File: config.mk
export PLATFORM = sky130hd
export DESIGN_NAME = gpio_pad_ctrl
export DESIGN_NICKNAME = d
export VERILOG_FILES = /design/src/rtl/gpio_pad_pkg.sv /design/src/rtl/gpio_debounce.sv /design/src/rtl/gpio_pad_ctrl.sv
export SDC_FILE = /design/constraint.sdc
export NUM_CORES = 1
export LEC_CHECK = 0
export BUFFER_PORTS_ARGS = -buffer_cell sky130_fd_sc_hd__buf_2
export CORE_MARGIN = 1
export CORE_UTILIZATION = 44
export CTS_BUF_LIST = sky130_fd_sc_hd__clkbuf_16
export DETAILED_ROUTE_END_ITERATION = 8
export MAX_ROUTING_LAYER = met4
export PLACE_DENSITY = 0.66
export SETUP_SLACK_MARGIN = 0.5
export SYNTH_ARGS = -nofsm -noshare
export SYNTH_HDL_FRONTEND = slang
export SYNTH_SLANG_ARGS = --single-unit
File: constraint.sdc
create_clock -name clk_i -period 3.5 [get_ports clk_i]
set_input_delay 0.525 -clock clk_i [delete_from_list [all_inputs] [get_ports clk_i]]
set_output_delay 0.525 -clock clk_i [all_outputs]
set_load 0.02 [all_outputs]
File: src/rtl/gpio_pad_pkg.sv
// Shared types and helpers for the GPIO pad controller: pad drive modes,
// direction constants and the per-channel debounce threshold type.
package gpio_pad_pkg;

  localparam logic        GPIO_DIR_IN   = 1'b0;
  localparam logic        GPIO_DIR_OUT  = 1'b1;
  localparam int unsigned GPIO_SYNC_MIN = 2;
  localparam int unsigned GPIO_DB_WIDTH = 8;

  typedef logic [GPIO_DB_WIDTH-1:0] gpio_db_thresh_t;

  typedef enum logic [1:0] {
    PAD_MODE_IN,
    PAD_MODE_PUSH_PULL,
    PAD_MODE_OPEN_DRAIN
  } pad_mode_e;

  typedef struct packed {
    logic out;
    logic oen;
    logic ren;
  } pad_drive_t;

  // Released pad with pull enabled: the safe state for an input or a reset pad.
  localparam pad_drive_t PAD_DRIVE_IDLE = '{out: 1'b0, oen: 1'b1, ren: 1'b1};

  function automatic pad_mode_e pad_mode(input logic dir, input logic od);
    if (dir == GPIO_DIR_IN) begin
      pad_mode = PAD_MODE_IN;
    end else if (od) begin
      pad_mode = PAD_MODE_OPEN_DRAIN;
    end else begin
      pad_mode = PAD_MODE_PUSH_PULL;
    end
  endfunction

  function automatic pad_drive_t pad_drive(input pad_mode_e mode, input logic data);
    pad_drive = PAD_DRIVE_IDLE;
    case (mode)
      PAD_MODE_PUSH_PULL: begin
        pad_drive.out = data;
        pad_drive.oen = 1'b0;
        pad_drive.ren = 1'b0;
      end
      // Open-drain only ever pulls low; a 1 releases the pad to the pull-up.
      PAD_MODE_OPEN_DRAIN: begin
        pad_drive.out = 1'b0;
        pad_drive.oen = data;
        pad_drive.ren = 1'b1;
      end
      default: pad_drive = PAD_DRIVE_IDLE;
    endcase
  endfunction

endpackage

File: src/rtl/gpio_debounce.sv
// Single-channel pad input path: synchroniser chain, threshold debounce and
// rise/fall pulse generation from the debounced value.
module gpio_debounce
  import gpio_pad_pkg::*;
#(
  parameter int unsigned SYNC_STAGE = GPIO_SYNC_MIN,
  parameter int unsigned DB_WIDTH   = GPIO_DB_WIDTH
) (
  input  logic                clk_i,
  input  logic                rst_i,
  input  logic                pad_in_i,
  input  logic [DB_WIDTH-1:0] thresh_i,
  output logic                in_o,
  output logic                rise_o,
  output logic                fall_o
);

  localparam int unsigned SYNC_N = (SYNC_STAGE < GPIO_SYNC_MIN) ? GPIO_SYNC_MIN : SYNC_STAGE;

  logic [SYNC_N-1:0]   sync_q;
  logic                sync;
  logic [DB_WIDTH-1:0] cnt_q;
  logic [DB_WIDTH-1:0] cnt_d;
  logic                stable_q;
  logic                stable_d;
  logic                stable_dly_q;

  always_ff @(posedge clk_i) begin
    if (rst_i) begin
      sync_q <= '0;
    end else begin
      sync_q <= {sync_q[SYNC_N-2:0], pad_in_i};
    end
  end

  assign sync = sync_q[SYNC_N-1];

  // cnt+1 >= thresh is evaluated as cnt >= thresh-1 (thresh is nonzero here),
  // which avoids a wider adder and still accepts at once after a threshold drop.
  always_comb begin
    stable_d = stable_q;
    cnt_d    = '0;
    if (thresh_i == '0) begin
      stable_d = sync;
    end else if (sync != stable_q) begin
      if (cnt_q >= thresh_i - DB_WIDTH'(1)) begin
        stable_d = sync;
      end else begin
        cnt_d = cnt_q + DB_WIDTH'(1);
      end
    end
  end

  always_ff @(posedge clk_i) begin
    if (rst_i) begin
      cnt_q        <= '0;
      stable_q     <= 1'b0;
      stable_dly_q <= 1'b0;
    end else begin
      cnt_q        <= cnt_d;
      stable_q     <= stable_d;
      stable_dly_q <= stable_q;
    end
  end

  assign in_o   = stable_q;
  assign rise_o = stable_q & ~stable_dly_q;
  assign fall_o = ~stable_q & stable_dly_q;

endmodule

File: src/rtl/gpio_pad_ctrl.sv
// Multi-channel GPIO pad controller: registered pad drive (push-pull or
// open-drain) and per-channel debounced input with edge pulses.
module gpio_pad_ctrl
  import gpio_pad_pkg::*;
#(
  parameter int unsigned CHANNEL_NUM = 8,
  parameter int unsigned SYNC_STAGE  = 2,
  parameter int unsigned DB_WIDTH    = $bits(gpio_db_thresh_t)
) (
  input  logic                            clk_i,
  input  logic                            rst_i,
  input  logic [CHANNEL_NUM-1:0]          dir_i,
  input  logic [CHANNEL_NUM-1:0]          od_i,
  input  logic [CHANNEL_NUM-1:0]          out_i,
  input  logic [DB_WIDTH*CHANNEL_NUM-1:0] db_thresh_i,
  output logic [CHANNEL_NUM-1:0]          in_o,
  output logic [CHANNEL_NUM-1:0]          rise_o,
  output logic [CHANNEL_NUM-1:0]          fall_o,
  output logic [CHANNEL_NUM-1:0]          pad_out_o,
  output logic [CHANNEL_NUM-1:0]          pad_oen_o,
  output logic [CHANNEL_NUM-1:0]          pad_ren_o,
  input  logic [CHANNEL_NUM-1:0]          pad_in_i
);

  pad_drive_t drive_d [CHANNEL_NUM];

  always_comb begin
    for (int unsigned i = 0; i < CHANNEL_NUM; i++) begin
      drive_d[i] = pad_drive(pad_mode(dir_i[i], od_i[i]), out_i[i]);
    end
  end

  always_ff @(posedge clk_i) begin
    if (rst_i) begin
      pad_out_o <= '0;
      pad_oen_o <= '1;
      pad_ren_o <= '1;
    end else begin
      for (int unsigned i = 0; i < CHANNEL_NUM; i++) begin
        pad_out_o[i] <= drive_d[i].out;
        pad_oen_o[i] <= drive_d[i].oen;
        pad_ren_o[i] <= drive_d[i].ren;
      end
    end
  end

  // The input path ignores dir_i so output channels read back their own pad.
  for (genvar ch = 0; ch < CHANNEL_NUM; ch++) begin : g_chan
    gpio_debounce #(
      .SYNC_STAGE (SYNC_STAGE),
      .DB_WIDTH   (DB_WIDTH)
    ) u_debounce (
      .clk_i    (clk_i),
      .rst_i    (rst_i),
      .pad_in_i (pad_in_i[ch]),
      .thresh_i (db_thresh_i[ch*DB_WIDTH +: DB_WIDTH]),
      .in_o     (in_o[ch]),
      .rise_o   (rise_o[ch]),
      .fall_o   (fall_o[ch])
    );
  end

endmodule

==> results.json <==
{
  "synthesis.instances": 762,
  "synth_cell_types": 38,
  "grt_antenna_before_repair": 0,
  "maxSlewViolCount": 0,
  "finalWorstPathRequiredPeriod_ns": 2.577,
  "total_negative_slack_for_setup_checks_ns": 0,
  "maxCapViolations": 0,
  "design.portCount": 146,
  "cts_buffers": 17,
  "gp_congestion": 0.8129,
  "run_status": "complete, no violations",
  "synth_seq_cells": 120,
  "number_of_vias_per_cell_after_detailed_routing": 4.848,
  "sequential_area_share_after_synthesis_pct": 35.20,
  "fp.dieArea_um2": 16010,
  "post_drt_wl_per_cell_um": 11.68,
  "hold-path-endpoint": "pad_oen_o[7]",
  "timing_worst_setup_path_type": "in -> reg",
  "share_of_post_route_cells_with_drive_strength_above_1_pct": 21.26,
  "type_of_element_capturing_the_critical_path": "flop",
  "pwr-share-comb_pct": 9.5,
  "power.density_cell_area_nw_per_um2": 390.6,
  "slew_worst_pin_ns": 0.6371,
  "cts_repair_resize_count": 0,
  "power_share_of_the_sequential_group_pct": 44.4,
  "ys.warnings.count": 0,
  "clk-insertion-delay-late_ns": 0.42,
  "sequential_cell_area_um2": 2402,
  "synth_area_leaders": "sky130_fd_sc_hd__dfxtp_1 35%, sky130_fd_sc_hd__ha_1 16%, sky130_fd_sc_hd__xnor2_1 8.3%",
  "fp.dieH_um": 126.5,
  "drt_drc_violations_left": 0,
  "die_width_um": 126.5,
  "power.share.switching_pct": 23.84,
  "timing.max_slew.rel_slack_pct": 57.34,
  "cts-root-buf": "sky130_fd_sc_hd__clkbuf_16",
  "finalHoldViolCount": 0,
  "grt-ovfl-total": 0,
  "dr_total_vias": 5313,
  "num_antenna_cells": 0,
  "post_cts_hold_buffer_count": 0,
  "initial_utilization_pct": 45.06,
  "critical_path_peak_fanout": 7,
  "routed_wl_mm": 12.80,
  "multi_input_comb_area_um2": 4035,
  "design_area_um2": 8074,
  "worst_r2r_endpoint": "g_chan[4].u_debounce.in_o",
  "p_sw_uw": 751.9,
  "core_box_area_um2": 15150,
  "hold_path.startpoint": "dir_i[7]",
  "arrival_time_at_the_worst_endpoint_ns": 2.92,
  "ctsHtreeMaxLevel": 4,
  "synthDominantCellAreaShare_pct": 35.20,
  "final_antenna_net_count": 0,
  "setup_repair_after_global_routing_missed_its_margin": "no",
  "fin_skew_ns": 0.009451,
  "startpoint_type": "input pin",
  "postSynthNetCount": 948,
  "timing.final.crit_share_pct": 73.63,
  "fp-row-count": 45,
  "post-cts-setup-buffers": 0,
  "grt_first_pass_wirelength_mm": 21.72,
  "synth.largest_area_cell": "sky130_fd_sc_hd__dfxtp_1",
  "timing.reg2reg.worst_path_depth": 7,
  "drt_first_pass_iters": 5,
  "hp-class": "in -> reg",
  "syn_area_um2": 6824,
  "flow.area_growth_from_synthesis_pct": 18.32,
  "clock_power_share_pct": 46.1,
  "critPathRequiredTime_ns": 3.85,
  "fmax_ghz": 0.3881,
  "internal-power_uw": 2402,
  "grt_max_degree": 31,
  "fillCellCount": 1470,
  "dpl-instance-area_um2": 7579,
  "cts-root-to-sink-buffers": 2,
  "cts_tree": "done",
  "vias_in_the_first_global_route": 4944,
  "power_leakage_uw": 0.003576,
  "average_footprint_of_a_synthesized_cell_um2": 8.955,
  "hold_path_depth": 2,
  "post-dp-hpwl_mm": 10.12,
  "final-setup-viol-count": 0,
  "clock_slew_seen_by_the_registers_of_the_worst_setup_and_hold_paths_ns": 0.05,
  "gr-usage-all-layers_pct": 17.32,
  "rrSetupSlack_ns": 1.28,
  "setup.worst_path.start": "db_thresh_i[18]",
  "final_nets": 1082,
  "ir_drop_mv": 0.3304,
  "port_buffers": 145,
  "clk_sinks": 120,
  "drt-initial-drc-count": 201,
  "r2r-start": "g_chan[4].u_debounce.cnt_q[0]"
}
## cells in the final DEF, fill, tap and decap left out, types with 2 or more instances in the layout
cell type | synthesis | final
sky130_fd_sc_hd__buf_2 | 0 | 145
sky130_fd_sc_hd__dfxtp_1 | 120 | 120
sky130_fd_sc_hd__nor2_1 | 114 | 114
sky130_fd_sc_hd__ha_1 | 88 | 88
sky130_fd_sc_hd__xnor2_1 | 65 | 65
sky130_fd_sc_hd__inv_1 | 46 | 48
sky130_fd_sc_hd__nor2b_1 | 44 | 44
sky130_fd_sc_hd__xor2_1 | 39 | 39
sky130_fd_sc_hd__nand3_1 | 35 | 35
sky130_fd_sc_hd__nand2_1 | 25 | 25
sky130_fd_sc_hd__nor3_1 | 17 | 17
sky130_fd_sc_hd__clkbuf_16 | 0 | 17
sky130_fd_sc_hd__o21ai_0 | 16 | 16
sky130_fd_sc_hd__a21oi_1 | 12 | 12
sky130_fd_sc_hd__and3_1 | 12 | 12
sky130_fd_sc_hd__nor4b_1 | 10 | 10
sky130_fd_sc_hd__nor4_1 | 9 | 9
sky130_fd_sc_hd__a211oi_1 | 9 | 9
sky130_fd_sc_hd__nor3b_1 | 8 | 8
sky130_fd_sc_hd__or3b_2 | 8 | 8
sky130_fd_sc_hd__nand3b_1 | 8 | 8
sky130_fd_sc_hd__clkinv_2 | 0 | 8
sky130_fd_sc_hd__or4_1 | 7 | 7
sky130_fd_sc_hd__or3_1 | 6 | 6
sky130_fd_sc_hd__nand4_1 | 5 | 5
sky130_fd_sc_hd__nand2b_1 | 5 | 5
sky130_fd_sc_hd__o31ai_1 | 4 | 4
sky130_fd_sc_hd__a31o_2 | 4 | 4
sky130_fd_sc_hd__or2_2 | 3 | 3
sky130_fd_sc_hd__or4_4 | 2 | 2
sky130_fd_sc_hd__mux2i_1 | 2 | 2
sky130_fd_sc_hd__mux2_2 | 2 | 2
sky130_fd_sc_hd__clkinv_1 | 0 | 2
sky130_fd_sc_hd__clkinvlp_4 | 0 | 2
## synth_stat cells (all sizes together)
| cell type | n |
|---|---|
| a2111oi | 1 |
| a211oi | 9 |
| a21boi | 1 |
| a21oi | 12 |
| a31o | 4 |
| and3 | 12 |
| and4 | 1 |
| buf | 25 |
| clkbuf | 6 |
| dfxtp | 120 |
| ha | 88 |
| inv | 46 |
| mux2 | 2 |
| mux2i | 2 |
| nand2 | 25 |
| nand2b | 5 |
| nand3 | 35 |
| nand3b | 8 |
| nand4 | 5 |
| nor2 | 114 |
| nor2b | 44 |
| nor3 | 17 |
| nor3b | 8 |
| nor4 | 9 |
| nor4b | 10 |
| o211ai | 1 |
| o21a | 1 |
| o21ai | 16 |
| o31ai | 4 |
| or2 | 3 |
| or3 | 7 |
| or3b | 8 |
| or4 | 9 |
| xnor2 | 65 |
| xor2 | 39 |
## logic make-up after synthesis
logic type	Yosys count	share of synthesized area, %
simple gates	320	24.57
xor+xnor	104	13.35
buf+inv	77	5.666
flops	120	35.20
mux	4	0.6234
compound gates	49	4.456
fa+ha+maj	88	16.14
## power groups by stage
stage | logic (uW) | registers [uW] | clock network (uW)
floorplan | 160 | 1440 | 0
global route | 342 | 1400 | 1560
finish | 300 | 1400 | 1450
global placement | 297 | 1430 | 0
detailed placement | 302 | 1430 | 0
CTS | 304 | 1400 | 1510
## layer usage
metal	global-route usage (%)	wire, um
met2	27.43	5772
met5	-	0
met1	21.03	6306
met3	4.892	540
met4	6.166	180
## per-stage QoR
stage | hold WS, ns | instances | utilization [%] | worst slack, ns | total power (uW)
4_1_cts | 0.2814 | 1096 | 53.31 | 0.9128 | 3212
3_5_place_dp | 0.4233 | 1065 | 50.04 | 0.4589 | 1730
6_report | 0.3035 | 1096 | 53.31 | 0.9230 | 3154
3_3_place_gp | 0.4191 | 1065 | 50.04 | 0.5411 | 1725
2_1_floorplan | 0.4138 | 762 | - | 0.8313 | 1601
5_1_grt | 0.2942 | 1096 | 53.31 | 0.6376 | 3305
## worst max-delay path, cell delays in order
cell and delay [ns]:
sky130_fd_sc_hd__buf_2 0.12, sky130_fd_sc_hd__or4_1 0.57, sky130_fd_sc_hd__nor4_1 0.26, sky130_fd_sc_hd__xnor2_1 0.18
sky130_fd_sc_hd__ha_1 0.27, sky130_fd_sc_hd__a21oi_1 0.14, sky130_fd_sc_hd__o21ai_0 0.10, sky130_fd_sc_hd__a211oi_1 0.36
sky130_fd_sc_hd__nand2_1 0.26, sky130_fd_sc_hd__nor2_1 0.14
## cell type report
type,instances,share of cell area (%)
flip-flops and latches,120,29.75
inverters,46,2.139
well taps,188,2.913
clock inverters,14,0.8678
repair buffers,146,9.081
clock buffers,17,5.269
multi-input cells,565,49.98
## how the worst max path moves through the flow
stage | endpoint | slack (ns) | cells past startpoint
2_1_floorplan | g_chan[4].u_debounce.cnt_q[2] | 0.83 | 8
3_3_place_gp | g_chan[5].u_debounce.cnt_q[7] | 0.54 | 9
3_5_place_dp | g_chan[2].u_debounce.cnt_q[4] | 0.46 | 10
4_1_cts | g_chan[2].u_debounce.cnt_q[3] | 0.91 | 10
5_1_grt | g_chan[2].u_debounce.cnt_q[6] | 0.64 | 10
6_report | g_chan[2].u_debounce.cnt_q[3] | 0.92 | 10
## registers in the layout, indices dropped and copies added, names as in the netlist
register                        cells
g_chan.u_debounce.cnt_q            64
pad_ren_o                           8
pad_oen_o                           8
g_chan.u_debounce.sync_q           16
pad_out_o                           8
g_chan.u_debounce.in_o              8
g_chan.u_debounce.stable_dly_q      8
No activity file was read; power rests on OpenSTA's default activity.
